--- src/rtl/hamming_decoder72.sv ---
// hamming_decoder72: serial 72/64 SECDED decoder, 8-bit slice syndrome scan, valid/ready in and out.
// Optional error counters built when HAMMING_DEC_ERR_CNT_EN is defined.
module hamming_decoder72 (
  input  logic        clk,
  input  logic        rst,
  input  logic [71:0] code_in,
  input  logic        in_valid,
  output logic        in_ready,
  output logic [63:0] data_out,
  output logic [6:0]  syndrome,
  output logic        err_single,
  output logic        err_uncorr,
  output logic        out_valid,
  input  logic        out_ready,
  input  logic        cnt_clr,
  output logic [15:0] cnt_single,
  output logic [15:0] cnt_uncorr
);
  typedef enum logic [1:0] {IDLE, SCAN, FIX, OUT} state_t;
  state_t state_q, state_d;
  logic [71:0] code_q, fixed;
  logic [3:0]  k_q;
  logic [6:0]  acc_q, syn_q, slice_syn;
  logic [7:0]  slice;
  logic [5:0]  n;
  logic [63:0] data_q, dx;
  logic        par_q, slice_par, ok_fix, uncorr, es_q, eu_q, ov_q;
  always_comb begin
    slice = code_q[{k_q, 3'b000} +: 8];
    slice_syn = '0;
    for (int j = 0; j < 8; j++) slice_syn = slice_syn ^ (slice[j] ? {k_q, 3'(j)} : 7'd0);
    slice_par = ^slice;
  end
  // Correctable covers S=0 (bit-0 error) too; flipping bit 0 never touches data.
  assign ok_fix = par_q && acc_q <= 7'd71;
  assign uncorr = acc_q != 7'd0 && !ok_fix;
  always_comb begin
    fixed = ok_fix ? code_q ^ (72'd1 << acc_q) : code_q;
    dx = '0;
    n = '0;
    for (int i = 3; i < 72; i++)
      if ((i & (i - 1)) != 0) begin
        dx[n] = fixed[i];
        n = n + 6'd1;
      end
  end
  always_comb begin
    state_d = state_q;
    case (state_q)
      IDLE: state_d = in_valid ? SCAN : IDLE;
      SCAN: state_d = k_q == 4'd8 ? FIX : SCAN;
      FIX:  state_d = OUT;
      OUT:  state_d = out_ready ? IDLE : OUT;
    endcase
  end
  always_ff @(posedge clk) begin
    if (rst) begin
      state_q <= IDLE;
      code_q  <= '0;
      k_q     <= '0;
      acc_q   <= '0;
      par_q   <= 1'b0;
      data_q  <= '0;
      syn_q   <= '0;
      es_q    <= 1'b0;
      eu_q    <= 1'b0;
      ov_q    <= 1'b0;
    end else begin
      state_q <= state_d;
      case (state_q)
        IDLE: if (in_valid) begin
          code_q <= code_in;
          acc_q  <= '0;
          par_q  <= 1'b0;
          k_q    <= '0;
        end
        SCAN: begin
          acc_q <= acc_q ^ slice_syn;
          par_q <= par_q ^ slice_par;
          k_q   <= k_q + 4'd1;
        end
        FIX: begin
          data_q <= dx;
          syn_q  <= acc_q;
          es_q   <= ok_fix;
          eu_q   <= uncorr;
          ov_q   <= 1'b1;
        end
        OUT: if (out_ready) ov_q <= 1'b0;
      endcase
    end
  end
  assign in_ready   = state_q == IDLE;
  assign data_out   = data_q;
  assign syndrome   = syn_q;
  assign err_single = es_q;
  assign err_uncorr = eu_q;
  assign out_valid  = ov_q;
`ifdef HAMMING_DEC_ERR_CNT_EN
  logic [15:0] cs_q, cu_q;
  always_ff @(posedge clk) begin
    if (rst || cnt_clr) begin
      cs_q <= '0;
      cu_q <= '0;
    end else if (state_q == FIX) begin
      if (ok_fix && cs_q != 16'hFFFF) cs_q <= cs_q + 16'd1;
      if (uncorr && cu_q != 16'hFFFF) cu_q <= cu_q + 16'd1;
    end
  end
  assign cnt_single = cs_q;
  assign cnt_uncorr = cu_q;
`else
  logic unused_cnt_clr;
  assign unused_cnt_clr = cnt_clr;
  assign cnt_single = '0;
  assign cnt_uncorr = '0;
`endif
endmodule

--- config.mk ---
export PLATFORM = sky130hd
export DESIGN_NAME = hamming_decoder72
export DESIGN_NICKNAME = d
export VERILOG_FILES = /design/src/rtl/hamming_decoder72.sv
export SDC_FILE = /design/constraint.sdc
export NUM_CORES = 1
export LEC_CHECK = 0
export ABC_AREA = 1
export BUFFER_PORTS_ARGS = -buffer_cell sky130_fd_sc_hd__buf_2
export CORE_MARGIN = 3
export CORE_UTILIZATION = 25
export CTS_CLUSTER_SIZE = 14
export DETAILED_ROUTE_END_ITERATION = 16
export PLACE_DENSITY_LB_ADDON = 0.05
export REMOVE_ABC_BUFFERS = 1
export SYNTH_ARGS = -nofsm -noshare
export SYNTH_HDL_FRONTEND = slang
export SYNTH_SLANG_ARGS = --single-unit
--- constraint.sdc ---
create_clock -name clk -period 2.1 [get_ports clk]
set_input_delay 0.525 -clock clk [delete_from_list [all_inputs] [get_ports clk]]
set_output_delay 0.525 -clock clk [all_outputs]
set_load 0.03 [all_outputs]
Yosys cells after proc, flatten, opt, wreduce, memory -nomap -nowiden
Index checks and enable logic that the tools add are counted. Widths: inputs -> output; s select.

Bits in registers: 160. Input port bits: 77. Output and inout port bits: 107. Logic and storage cells: 62.

Add/sub/neg operators: 1. $lt $le $gt $ge: 1. Equality and inequality tests: 6. Shifts and indexed selects: 2. Mux-type cells: 21. Bitwise gates (word level): 10. Reductions and logical operators: 11.

Operators with widths (count): $mux 72 (1); $shiftx 72x8->8 (1); $shl 1x7->72 const A (1); $xor 72x72->72 (1); $mux 7 (9); $xor 7x7->7 (8); $pmux 7 s2 (1); $pmux 2 s4 (1); $pmux 4 s2 (1); $reduce_xor 8->1 (1); $le 7x7->1 const B (1); $reduce_bool 7->1 (1); $reduce_and 2->1 (3); $add 4x1->4 const B (1); $eq 2x2->1 const B (2); $eq 4x4->1 const B (1); $mux 2 (2); $mux 4 (1); $ne 2x2->1 const B (2); $pmux 1 s2 (2); $reduce_bool 2->1 (2); $mux 1 (3); $eq 2x1->1 const B (1); $logic_and 1x1->1 (2); other kinds (3) (3).

Logic depth before layout (Yosys ltp)
Gate-level depths: netlist of the first run.

Depth after elaboration: 11. Mapped depth: 19.

Worst setup path before layout of the first run
OpenSTA, ideal clock, no wires.

Path kind: register to register. Start: reg k_q[0]. End: reg acc_q[5]. Setup time: 0.115 ns. Data arrival time: 1.618 ns. Path slack: 0.367 ns. Cell stages (with the launch flop): 20. Period minus slack after synthesis: 1.733 ns. Cell sequence: dfxtp_1 -> buf_6 -> inv_6 -> buf_6 -> nand2_1 -> nand3_1 -> nand3_1 -> nand3_1 -> nand2_2 -> inv_2 -> nand2_1 -> nand2_1 -> inv_2 -> nand2_2 -> nand2_2 -> nand2_1 -> nand2_2 -> nand3_1 -> nand2_1 -> nor2_1.

Longest elaborated chain between the ends: 11. Elaborated cells between the ends (all ways): 18. Classes of those cells: shift: 1; mux: 9; bitwise: 8.

Ends and longest elaborated chain: start: declaration (line 22) `logic [3:0] k_q;`; start signal: assignment (line 80) `k_q <= k_q + 4'd1;`; $shiftx 72x8->8 (*) (line 29) `slice = code_q[{k_q, 3'b000} +: 8];`; $mux 7 (line 31) `for (int j = 0; j < 8; j++) slice_syn = slice_syn ^ (slice[j] ? {k_q, 3'(j)} : 7'd0);`; $xor 7x7->7 (6 in a row) (line 31); $xor 7x7->7 (*) (line 31); $xor 7x7->7 (*) (line 78) `acc_q <= acc_q ^ slice_syn;`; $pmux 7 s2 (*) (line 70) `case (state_q)`; end signal: assignment (line 78); end: declaration (line 23) `logic [6:0] acc_q, syn_q, slice_syn;`.

Mark *: on every way between the ends. The rest lies on a longest branch, timed or not. A chain may end at the register's enable or synchronous reset.

Final worst setup path of the first run
Start: reg k_q[0]. End: reg acc_q[4].

The elaborated chain is that of the path after synthesis.

==> flow_summary.json, run 1 <==
{
  "outcome": "completed",
  "crit_type": "reg -> reg",
  "vdd_drop_max_uv": 597,
  "cts_htree_levels": 4,
  "synthMuxAreaShare_pct": 0,
  "core_mm2": 0.0329,
  "synth-async-reset-ratio_pct": 0,
  "yosysSeqAreaShare_pct": 38.0,
  "place_ws_ns": -0.0772,
  "worstPathArrival_ns": 2.34,
  "synth_flop_cell": "dfxtp_1",
  "start_util_pct": 25.6,
  "synthCells": 1253,
  "rsz0062_at_grt": "true",
  "cts-root-buf": "clkbuf_16",
  "hold_viol": 0,
  "grt_max_degree": 88,
  "antenna_found_initial": 0,
  "synth_top_family_by_area": "simple AND/OR/NAND/NOR gates",
  "die_y_um": 190,
  "firstDrtPassIters": 4,
  "finalNonFillerCells": 1886,
  "whs_path_depth": 2,
  "fmax_mhz": 498,
  "cts_max_path_buffers": 2,
  "worstPathRequired_ns": 2.43,
  "antennaDiodeCount": 0,
  "p_per_area_mw_per_mm2": 764,
  "grt_pass1_vias": 8031,
  "fin_crit_ns": 2.01,
  "fin_crit_sh_pct": 95.6,
  "slew_viol_final": 0,
  "cp-start-kind": "register",
  "cts_sinks": 160,
  "post-place-cells": 1840,
  "synth_area_per_cell_um2": 6.72,
  "wirelength_mm": 31.1,
  "synth_xor_area_share_pct": 1.46,
  "gp_congestion": 0.754,
  "dieArea_mm2": 0.0359,
  "skew_ns": 0.0126,
  "final_nets": 1510,
  "die_x_um": 190,
  "routedWlPerCell_um": 16.5,
  "portBuffers": 150,
  "grt_overflow": 0,
  "clkTransAtPathRegs_ns": 0.07,
  "synthAdderAreaFrac_pct": 0.297,
  "syn_area_mm2": 0.00842,
  "synth_edf_count": 0,
  "dp_hpwl_mm": 23.0,
  "timing.final.ws_setup_ns": 0.0916,
  "r2r-start": "k_q[0]$_SDFFE_PP0P_",
  "ant_nets": 0,
  "synth_cell_type_count": 37,
  "drive_gt1_share_pct": 25.8,
  "syn2layout_area_growth_pct": 31.8,
  "leakage_nw": 5.28,
  "track_usage_pct": 16.8,
  "min_to": "out_valid$_SDFFE_PP0P_",
  "viasPerCell": 4.46,
  "setup_violations": 0,
  "regToRegEndpoint": "acc_q[4]$_SDFFE_PP0P_",
  "endpoint_kind": "register",
  "maxCapViolations": 0,
  "ff2ff_path_depth": 18,
  "synth_compound_gate_area_share_pct": 18.3,
  "grt_pass1_wl_mm": 46.2,
  "drt_iter0_markers": 453,
  "num_rows": 66,
  "drc": 0,
  "vias": 8403,
  "hp-start": "out_ready",
  "rrSetupSlack_ns": 0.09,
  "synth-warning-count": 0,
  "cts_tree": "built",
  "cts_buffers": 17,
  "synth-seq-cells": 160,
  "yosys.area_share.simple_pct": 27.0,
  "critPathMaxFanout": 7,
  "clkLatencyLatePin_ns": 0.44,
  "holdCritPathClass": "in -> reg",
  "io-pin-count": 184,
  "crit_start": "k_q[0]$_SDFFE_PP0P_"
}
[per-stage QoR]
stage / utilization, % / cell area (µm²) / power [mW] / setup TNS [ns] / hold slack, ns
after global placement: 30.0 / 9860 / 4.78 / -0.199 / 0.447
after global routing: 33.8 / 11100 / 8.91 / -0.218 / 0.312
final: 33.8 / 11100 / 8.48 / 0 / 0.310
after detailed placement: 30.0 / 9860 / 4.79 / -0.207 / 0.446
after floorplan: - / 7990 / 4.25 / -333.82 / 0.431
after CTS: 32.1 / 10500 / 8.37 / 0 / 0.285
[state kept, by name, indices dropped and copies added (netlist names)]
signal      cells
k_q             4
err_single      1
acc_q           7
par_q           1
syndrome        7
data_out       64
out_valid       1
err_uncorr      1
code_q         72
state_q         2
[where the power goes]
part	internal (mW)	switching (mW)
Clock	2.18	1.33
Sequential	3.18	0.101
Combinational	0.601	1.08
[cell usage in the layout, fill, tap and decap left out, drive strengths merged, types with 2 or more instances in the layout]
master,instances
nand2,289
buf,219
inv,184
dfxtp,160
nor2,125
o21ai,104
a21oi,95
nand3,90
o221ai,53
conb,32
clkbuf,27
nor3,18
xor2,11
nor4,7
clkinv,6
o211ai,5
bufinv,4
xnor2,3
nand4,2
a31oi,2
ha,2
clkinvlp,2
[cells in the mapped netlist, types with 7 or more instances]
cell      count  area, µm²
o21ai_0     102        510
nor4_1        7       43.8
clkbuf_1     45        169
nor3_1       16       80.1
nand2_1     270       1010
dfxtp_1     160       3200
nand2_2      17        106
nor2_1      118        443
nand3_1      87        435
buf_6         7       78.8
o221ai_1     53        464
inv_1       171        642
xor2_1       11       96.3
inv_2        11       41.3
buf_4        34        255
a21oi_1      94        470
[cells by family (layout without fill, tap and decap cells)]
kind of cell / count (synthesis) / in the layout
DFF: 160 / 160
other: 1 / 32
and+or+nand+nor: 532 / 532
adders and majority gates: 2 / 2
xor gates and xnor gates: 14 / 14
buffers and inverters: 282 / 442
AOI/OAI and AO/OA: 262 / 262
[how the worst max path moves through the flow]
stage                                end  cells past startpoint
2_1_floorplan  data_out[19]$_SDFFE_PP0P_                      7
3_3_place_gp       acc_q[4]$_SDFFE_PP0P_                     17
3_5_place_dp       acc_q[5]$_SDFFE_PP0P_                     17
4_1_cts               par_q$_SDFFE_PP0P_                     17
5_1_grt               par_q$_SDFFE_PP0P_                     18
6_report           acc_q[4]$_SDFFE_PP0P_                     18
[layout make-up]
class | instances | area (µm²)
clock buffer | 24 | 512
inverter | 186 | 732
clock inverter | 8 | 149
fill | 3670 | 21800
sequential | 160 | 3210
timing repair buffer | 222 | 1480
tap | 442 | 553
timing repair inverter | 2 | 27.5
multi-input combinational | 842 | 4440
[layer usage]
metal / vias to the layer above / global-route usage [%] / share of wire, %
met2: 148 / 27.8 / 47
met3: 20 / 2.58 / 3.0
li1: 4359 / - / -
met4: 0 / 4.15 / 1.0
met1: 3876 / 22.9 / 49
met5: - / 0 / 0
[worst max-delay path, stage by stage (launching register included)]
cell       delay [ns]
dfxtp_4          0.38
buf_6            0.13
clkbuf_16        0.15
nand2_1          0.07
nand3_1          0.08
nand3_2          0.11
nand3_4          0.11
nand2_4          0.13
inv_2            0.06
nand2_1          0.06
nand2_1          0.08
inv_2            0.08
nand2_2          0.05
nand2_2          0.08
nand2_2          0.07
nand2_4          0.10
nand3_2          0.06
nand2_1          0.06
nor2_1           0.04
[timing repair]
| action | 4_1_cts | 5_1_grt |
|---|---|---|
| pin swaps | 0 | 44 |
| cloned | 0 | 5 |
| hold buffers | 0 | 0 |
| setup endpoints to repair | 6 | 16 |
| hold endpoints to repair | 0 | 0 |
| buffers inserted | 0 | 9 |
| resized for setup | 4 | 103 |
(Power assumes the default switching activity.)
==> run 2, diff against run 1 <==
--- a/config.mk
+++ b/config.mk
@@ -5,7 +5,6 @@
 export SDC_FILE = /design/constraint.sdc
 export NUM_CORES = 1
 export LEC_CHECK = 0
-export ABC_AREA = 1
 export BUFFER_PORTS_ARGS = -buffer_cell sky130_fd_sc_hd__buf_2
 export CORE_MARGIN = 3
 export CORE_UTILIZATION = 25
==> run 2 against run 1 <==
Net effect:
- the run now ends with negative setup slack left
- fmax is 28% lower
- sequential power is 2% lower
- clock power is 7.1% lower
- total power is 9.4% lower
- utilization is 1.1 points higher
- combinational power is 30% lower
- largest power group unchanged
==> flow_summary.json, run 2 <==
{
  "core_mm2": 0.0301,
  "cts_htree_levels": 4,
  "die_x_um": 182,
  "dpl-instance-area_mm2": 0.00974,
  "critPathBufInv": 1,
  "synth_cell_type_count": 57,
  "firstDrtPassIters": 5,
  "slowest_stage": "xor3_2",
  "synth_area_leader_cell": "dfxtp_1",
  "worstPathRequired_ns": 2.46,
  "rsz0062_at_grt": "true",
  "holdWs_ns": 0.337,
  "gp_congestion": 0.779,
  "cp-start-kind": "register",
  "grt_pass1_vias": 7197,
  "clkTransAtPathRegs_ns": 0.07,
  "synth.most_common_cell": "nand2_1",
  "cts_buffers": 17,
  "power.total_mw": 7.68,
  "post-route-util_pct": 34.8,
  "io-pin-count": 184,
  "post-place-cells": 1560,
  "cts_max_path_buffers": 2,
  "slew_viol_final": 0,
  "clkLatencyLatePin_ns": 0.43,
  "slew_headroom_pct": 64.1,
  "violations": "negative setup slack",
  "synth.top_cell.area_share_pct": 41.2,
  "maxCapViolations": 0,
  "slowest_delay_ns": 0.54,
  "ant_nets": 0,
  "syn_area_mm2": 0.00778,
  "endpoint_kind": "register",
  "largest_reg_flops": 72,
  "yosysSeqAreaShare_pct": 41.2,
  "synth_edf_count": 0,
  "antenna_found_initial": 0,
  "final_common_cell": "nand2_1",
  "syn2layout_area_growth_pct": 34.9,
  "track_usage_pct": 16.8,
  "p_per_area_mw_per_mm2": 732,
  "fmax_mhz": 357,
  "viasPerCell": 4.50,
  "skew_ns": 0.0100,
  "holdCritPathClass": "in -> reg",
  "grt_pass1_wl_mm": 43.1,
  "cts_sinks": 160,
  "hold_viol": 0,
  "fin_crit_sh_pct": 133,
  "drive_gt1_share_pct": 31.5,
  "layout_common_cells": "221 x nand2_1, 158 x dfxtp_1, 149 x buf_2",
  "synth_flop_cell": "dfxtp_1",
  "grt_overflow": 0,
  "wirelength_mm": 27.9,
  "synthTopCellsByArea": "dfxtp_1 41%, nand2_1 11%, a21oi_1 5.9%, xor2_1 4.7%, nor2_1 4.4%",
  "fin_crit_ns": 2.80,
  "worstMarginPinSlew_ns": 0.537,
  "dieArea_mm2": 0.0333,
  "num_rows": 63,
  "dp_hpwl_mm": 20.5,
  "critPathMaxFanout": 3,
  "outcome": "complete, but fails checks",
  "ctsHoldBuffers": 0,
  "grt_max_degree": 72,
  "cts_tree": "built",
  "cts-root-buf": "clkbuf_16",
  "synthTopCellsByCount": "222 x nand2_1, 160 x dfxtp_1, 92 x nor2_1",
  "synthCells": 956,
  "antennaDiodeCount": 0,
  "die_y_um": 182,
  "portBuffers": 150,
  "timing.final.ws_setup_ns": -0.701,
  "routedWlPerCell_um": 17.5,
  "synth-seq-cells": 160,
  "cpLargestDelayFamily": "XOR/XNOR gates",
  "vdd_drop_max_uv": 566,
  "regMostFlops": "code_q",
  "vias": 7181,
  "worstPathCellList": "buf_6 -> mux4_2 -> mux2i_2 -> o21ai_2 -> xor2_1 -> xor3_2 -> xnor2_2 -> or3_4 -> a21oi_2",
  "start_util_pct": 25.8,
  "synth_area_per_cell_um2": 8.13,
  "final_nets": 1273,
  "fillCellCount": 3275,
  "finalNonFillerCells": 1595,
  "leakage_nw": 4.20,
  "synth-warning-count": 0,
  "crit_type": "reg -> reg",
  "worstPathArrival_ns": 3.17,
  "synth-async-reset-ratio_pct": 0,
  "setup_violations": 7,
  "drc": 0,
  "drt_iter0_markers": 403,
  "final_area_mm2": 0.0105
}
run 2: worst reg2reg max path, stage by stage, from the launching register on:
cell,delay [ns]
dfxtp_4,0.36
buf_6,0.10
mux4_2,0.51
mux2i_2,0.23
o21ai_2,0.10
xor2_1,0.21
xor3_2,0.54
xnor2_2,0.18
or3_4,0.39
a21oi_2,0.13
run 2: final timing paths:
kind	start	to	slack, ns	depth (start not counted)
worst min register to register	syndrome[3]$_SDFFE_PP0P_	syndrome[3]$_SDFFE_PP0P_	0.45	2
worst max-delay path	k_q[0]$_SDFFE_PP0P_	acc_q[3]$_SDFFE_PP0P_	-0.70	9
worst min-delay path	code_in[40]	code_q[40]$_SDFFE_PP0P_	0.34	3
worst max register to register	k_q[0]$_SDFFE_PP0P_	acc_q[3]$_SDFFE_PP0P_	-0.70	9
run 2: cells by family (layout without fill, tap and decap cells):
logic type	count (synthesis)	after routing	synth area share, %
fa+ha+maj	2	2	0.322
buf+inv	107	325	7.16
xor+xnor	59	59	7.22
mux	27	27	5.78
simple gates	398	398	22.2
other cells	1	32	0.0482
flops	160	160	41.2
compound gates	202	202	16.1
run 2: stage by stage:
stage	worst slack, ns	setup TNS [ns]
after floorplan	-3.45	-292.47
after global placement	-0.838	-4.57
after detailed placement	-0.855	-4.84
after CTS	-0.667	-3.79
after global routing	-0.749	-4.29
final	-0.701	-3.71
run 2: final cells by class:
class / count / area [µm²] / area share [%]
clock buffers: 18 / 429 / 4.09
clock inverters: 12 / 161 / 1.54
inverters: 2 / 7.51 / 0.0716
multi-input cells: 720 / 4250 / 40.5
flip-flops and latches: 160 / 3210 / 30.6
well taps: 390 / 488 / 4.65
repair buffers: 293 / 1950 / 18.6
run 2: repair_timing:
item / CTS / global route
setup endpoints to repair: 7 / 28
setup buffers: 4 / 4
gates resized for setup: 18 / 17
pin swaps: 10 / 10
cloned: 0 / 0
run 2: power by group:
group	total, mW	switching (mW)	internal [mW]
logic	1.18	0.631	0.550
clock network	3.27	1.40	1.87
registers	3.22	0.0953	3.13
run 2: layer usage:
metal  part of all wire (%)  GRT usage [%]
met5                      0              0
met3                    4.0           2.45
met1                     52           25.2
met2                     44           25.6
met4                   0.51           3.29
==> run 3, diff against run 2 <==
--- a/config.mk
+++ b/config.mk
@@ -11,6 +11,7 @@
 export CTS_CLUSTER_SIZE = 14
 export DETAILED_ROUTE_END_ITERATION = 16
 export PLACE_DENSITY_LB_ADDON = 0.05
+export RECOVER_POWER = 25
 export REMOVE_ABC_BUFFERS = 1
 export SYNTH_ARGS = -nofsm -noshare
 export SYNTH_HDL_FRONTEND = slang
==> run 3 against run 2 <==
Net effect:
- clock skew is essentially flat
- non-clock buffer count is the same
- the flow still finishes with violations (negative setup slack)
- final cell count stayed put
==> flow_summary.json, run 3 (same netlist as run 2, synthesis figures left out) <==
{
  "track_usage_pct": 16.8,
  "viasPerCell": 4.51,
  "final_nets": 1273,
  "cpLargestDelayFamily": "XOR/XNOR gates",
  "slowest_stage": "xor3_2",
  "start_util_pct": 25.8,
  "wirelength_mm": 28.0,
  "p_per_area_mw_per_mm2": 739,
  "antenna_found_initial": 0,
  "final_area_mm2": 0.0104,
  "setup_violations": 7,
  "dieArea_mm2": 0.0333,
  "swShare_pct": 27.8,
  "regMostFlops": "code_q",
  "clkTransAtPathRegs_ns": 0.07,
  "gp_congestion": 0.779,
  "firstDrtPassIters": 5,
  "portBuffers": 150,
  "antennaDiodeCount": 0,
  "holdCritPathClass": "in -> reg",
  "rsz0062_at_grt": "true",
  "seqPwrFrac_pct": 42.0,
  "cts_htree_levels": 4,
  "slew_headroom_pct": 47.4,
  "place_ws_ns": -0.855,
  "dpl-instance-area_mm2": 0.00974,
  "core_mm2": 0.0301,
  "timing.final.ws_setup_ns": -0.700,
  "fmax_mhz": 357,
  "cp-start-kind": "register",
  "violations": "negative setup slack",
  "fin_crit_sh_pct": 133,
  "crit_type": "reg -> reg",
  "layout_common_cells": "221 x nand2_1, 158 x dfxtp_1, 132 x buf_4",
  "p_int_mw": 5.55,
  "leakage_nw": 3.99,
  "clkLatencyLatePin_ns": 0.43,
  "slowest_delay_ns": 0.54,
  "dp_hpwl_mm": 20.5,
  "drc": 0,
  "cts_max_path_buffers": 2,
  "cts_tree": "built",
  "critPathBufInv": 1,
  "cts-root-buf": "clkbuf_16",
  "routedWlPerCell_um": 17.5,
  "num_rows": 63,
  "syn2layout_area_growth_pct": 33.7,
  "vdd_drop_max_uv": 568,
  "final_common_cell": "nand2_1",
  "fillCellCount": 3300,
  "skew_ns": 0.00991,
  "drive_gt1_share_pct": 27.6,
  "worstMarginPinSlew_ns": 0.789,
  "die_y_um": 182,
  "endpoint_kind": "register",
  "critPathMaxFanout": 3,
  "cts_buffers": 17,
  "tns_ns": -3.70,
  "combPwrFrac_pct": 15.3,
  "vias": 7200,
  "ant_nets": 0,
  "outcome": "complete, but fails checks",
  "fin_crit_ns": 2.80,
  "worstPathArrival_ns": 3.16,
  "largest_reg_flops": 72,
  "maxCapViolations": 0,
  "grt_pass1_vias": 7197,
  "worstPathRequired_ns": 2.46,
  "die_x_um": 182,
  "hold_viol": 0,
  "slew_viol_final": 0,
  "grt_overflow": 0,
  "grt_max_degree": 72,
  "worstPathCellList": "buf_6 -> mux4_2 -> mux2i_2 -> o21ai_2 -> xor2_1 -> xor3_2 -> xnor2_2 -> or3_4 -> a21oi_2",
  "p_clk_share_pct": 42.7,
  "switchingPower_mw": 2.13,
  "io-pin-count": 184,
  "cts_sinks": 160,
  "grt_pass1_wl_mm": 43.1,
  "drt_iter0_markers": 373,
  "ctsHoldBuffers": 0
}
## run 3: cell count changes in the layout (fill, tap and decap cells not counted), sizes merged
| cell | previous run | this run |
|---|---|---|
| buf | 293 | 246 |
| clkbuf | 18 | 65 |
## run 3: final cells by class
| cell class | count | area [µm²] | share of cell area (%) |
|---|---|---|---|
| well taps | 390 | 488 | 4.69 |
| repair buffers | 293 | 1860 | 17.9 |
| clock inverters | 12 | 161 | 1.55 |
| clock buffers | 18 | 429 | 4.13 |
| inverters | 2 | 7.51 | 0.0722 |
| flip-flops and latches | 160 | 3210 | 30.9 |
| multi-input cells | 720 | 4240 | 40.8 |
## run 3: power by group through the flow
| stage | Sequential, mW | Combinational [mW] | Clock [mW] |
|---|---|---|---|
| final | 3.22 | 1.18 | 3.28 |
| after global routing | 3.24 | 1.29 | 3.50 |
| after CTS | 3.22 | 1.15 | 3.39 |
| after detailed placement | 3.29 | 1.11 | 0 |
| after global placement | 3.30 | 1.11 | 0 |
| after floorplan | 3.29 | 0.538 | 0 |
## run 3: worst paths after layout
path / start / endpoint / slack [ns] / cells after the start
max reg2reg: k_q[0]$_SDFFE_PP0P_ / acc_q[3]$_SDFFE_PP0P_ / -0.70 / 9
min: code_in[25] / code_q[25]$_SDFFE_PP0P_ / 0.34 / 3
max: k_q[0]$_SDFFE_PP0P_ / acc_q[3]$_SDFFE_PP0P_ / -0.70 / 9
min reg2reg: syndrome[3]$_SDFFE_PP0P_ / syndrome[3]$_SDFFE_PP0P_ / 0.46 / 2
## run 3: tightest hold or removal path, cell delays in order
cell     delay, ns
buf_2         0.10
nand2_1       0.05
a21oi_1       0.05
## run 3: repair_timing
action	4_1_cts	5_1_grt
resized for setup	18	17
pin swaps	10	10
buffers inserted	4	4
endpoints found under the setup margin	7	28
## run 3: layer usage
| layer | wire length [µm] | track usage [%] |
|---|---|---|
| met1 | 14700 | 25.2 |
| met2 | 12200 | 25.6 |
| met3 | 993 | 2.45 |
| met4 | 141 | 3.29 |
| met5 | 0 | 0 |
## run 3: metrics by stage
step | hold slack, ns | utilization [%] | std cells | total power, mW
2_1_floorplan | 0.427 | - | 882 | 3.83
3_3_place_gp | 0.441 | 32.4 | 1560 | 4.41
3_5_place_dp | 0.446 | 32.4 | 1560 | 4.40
4_1_cts | 0.313 | 34.6 | 1593 | 7.77
5_1_grt | 0.329 | 34.5 | 1595 | 8.03
6_report | 0.335 | 34.5 | 1595 | 7.68
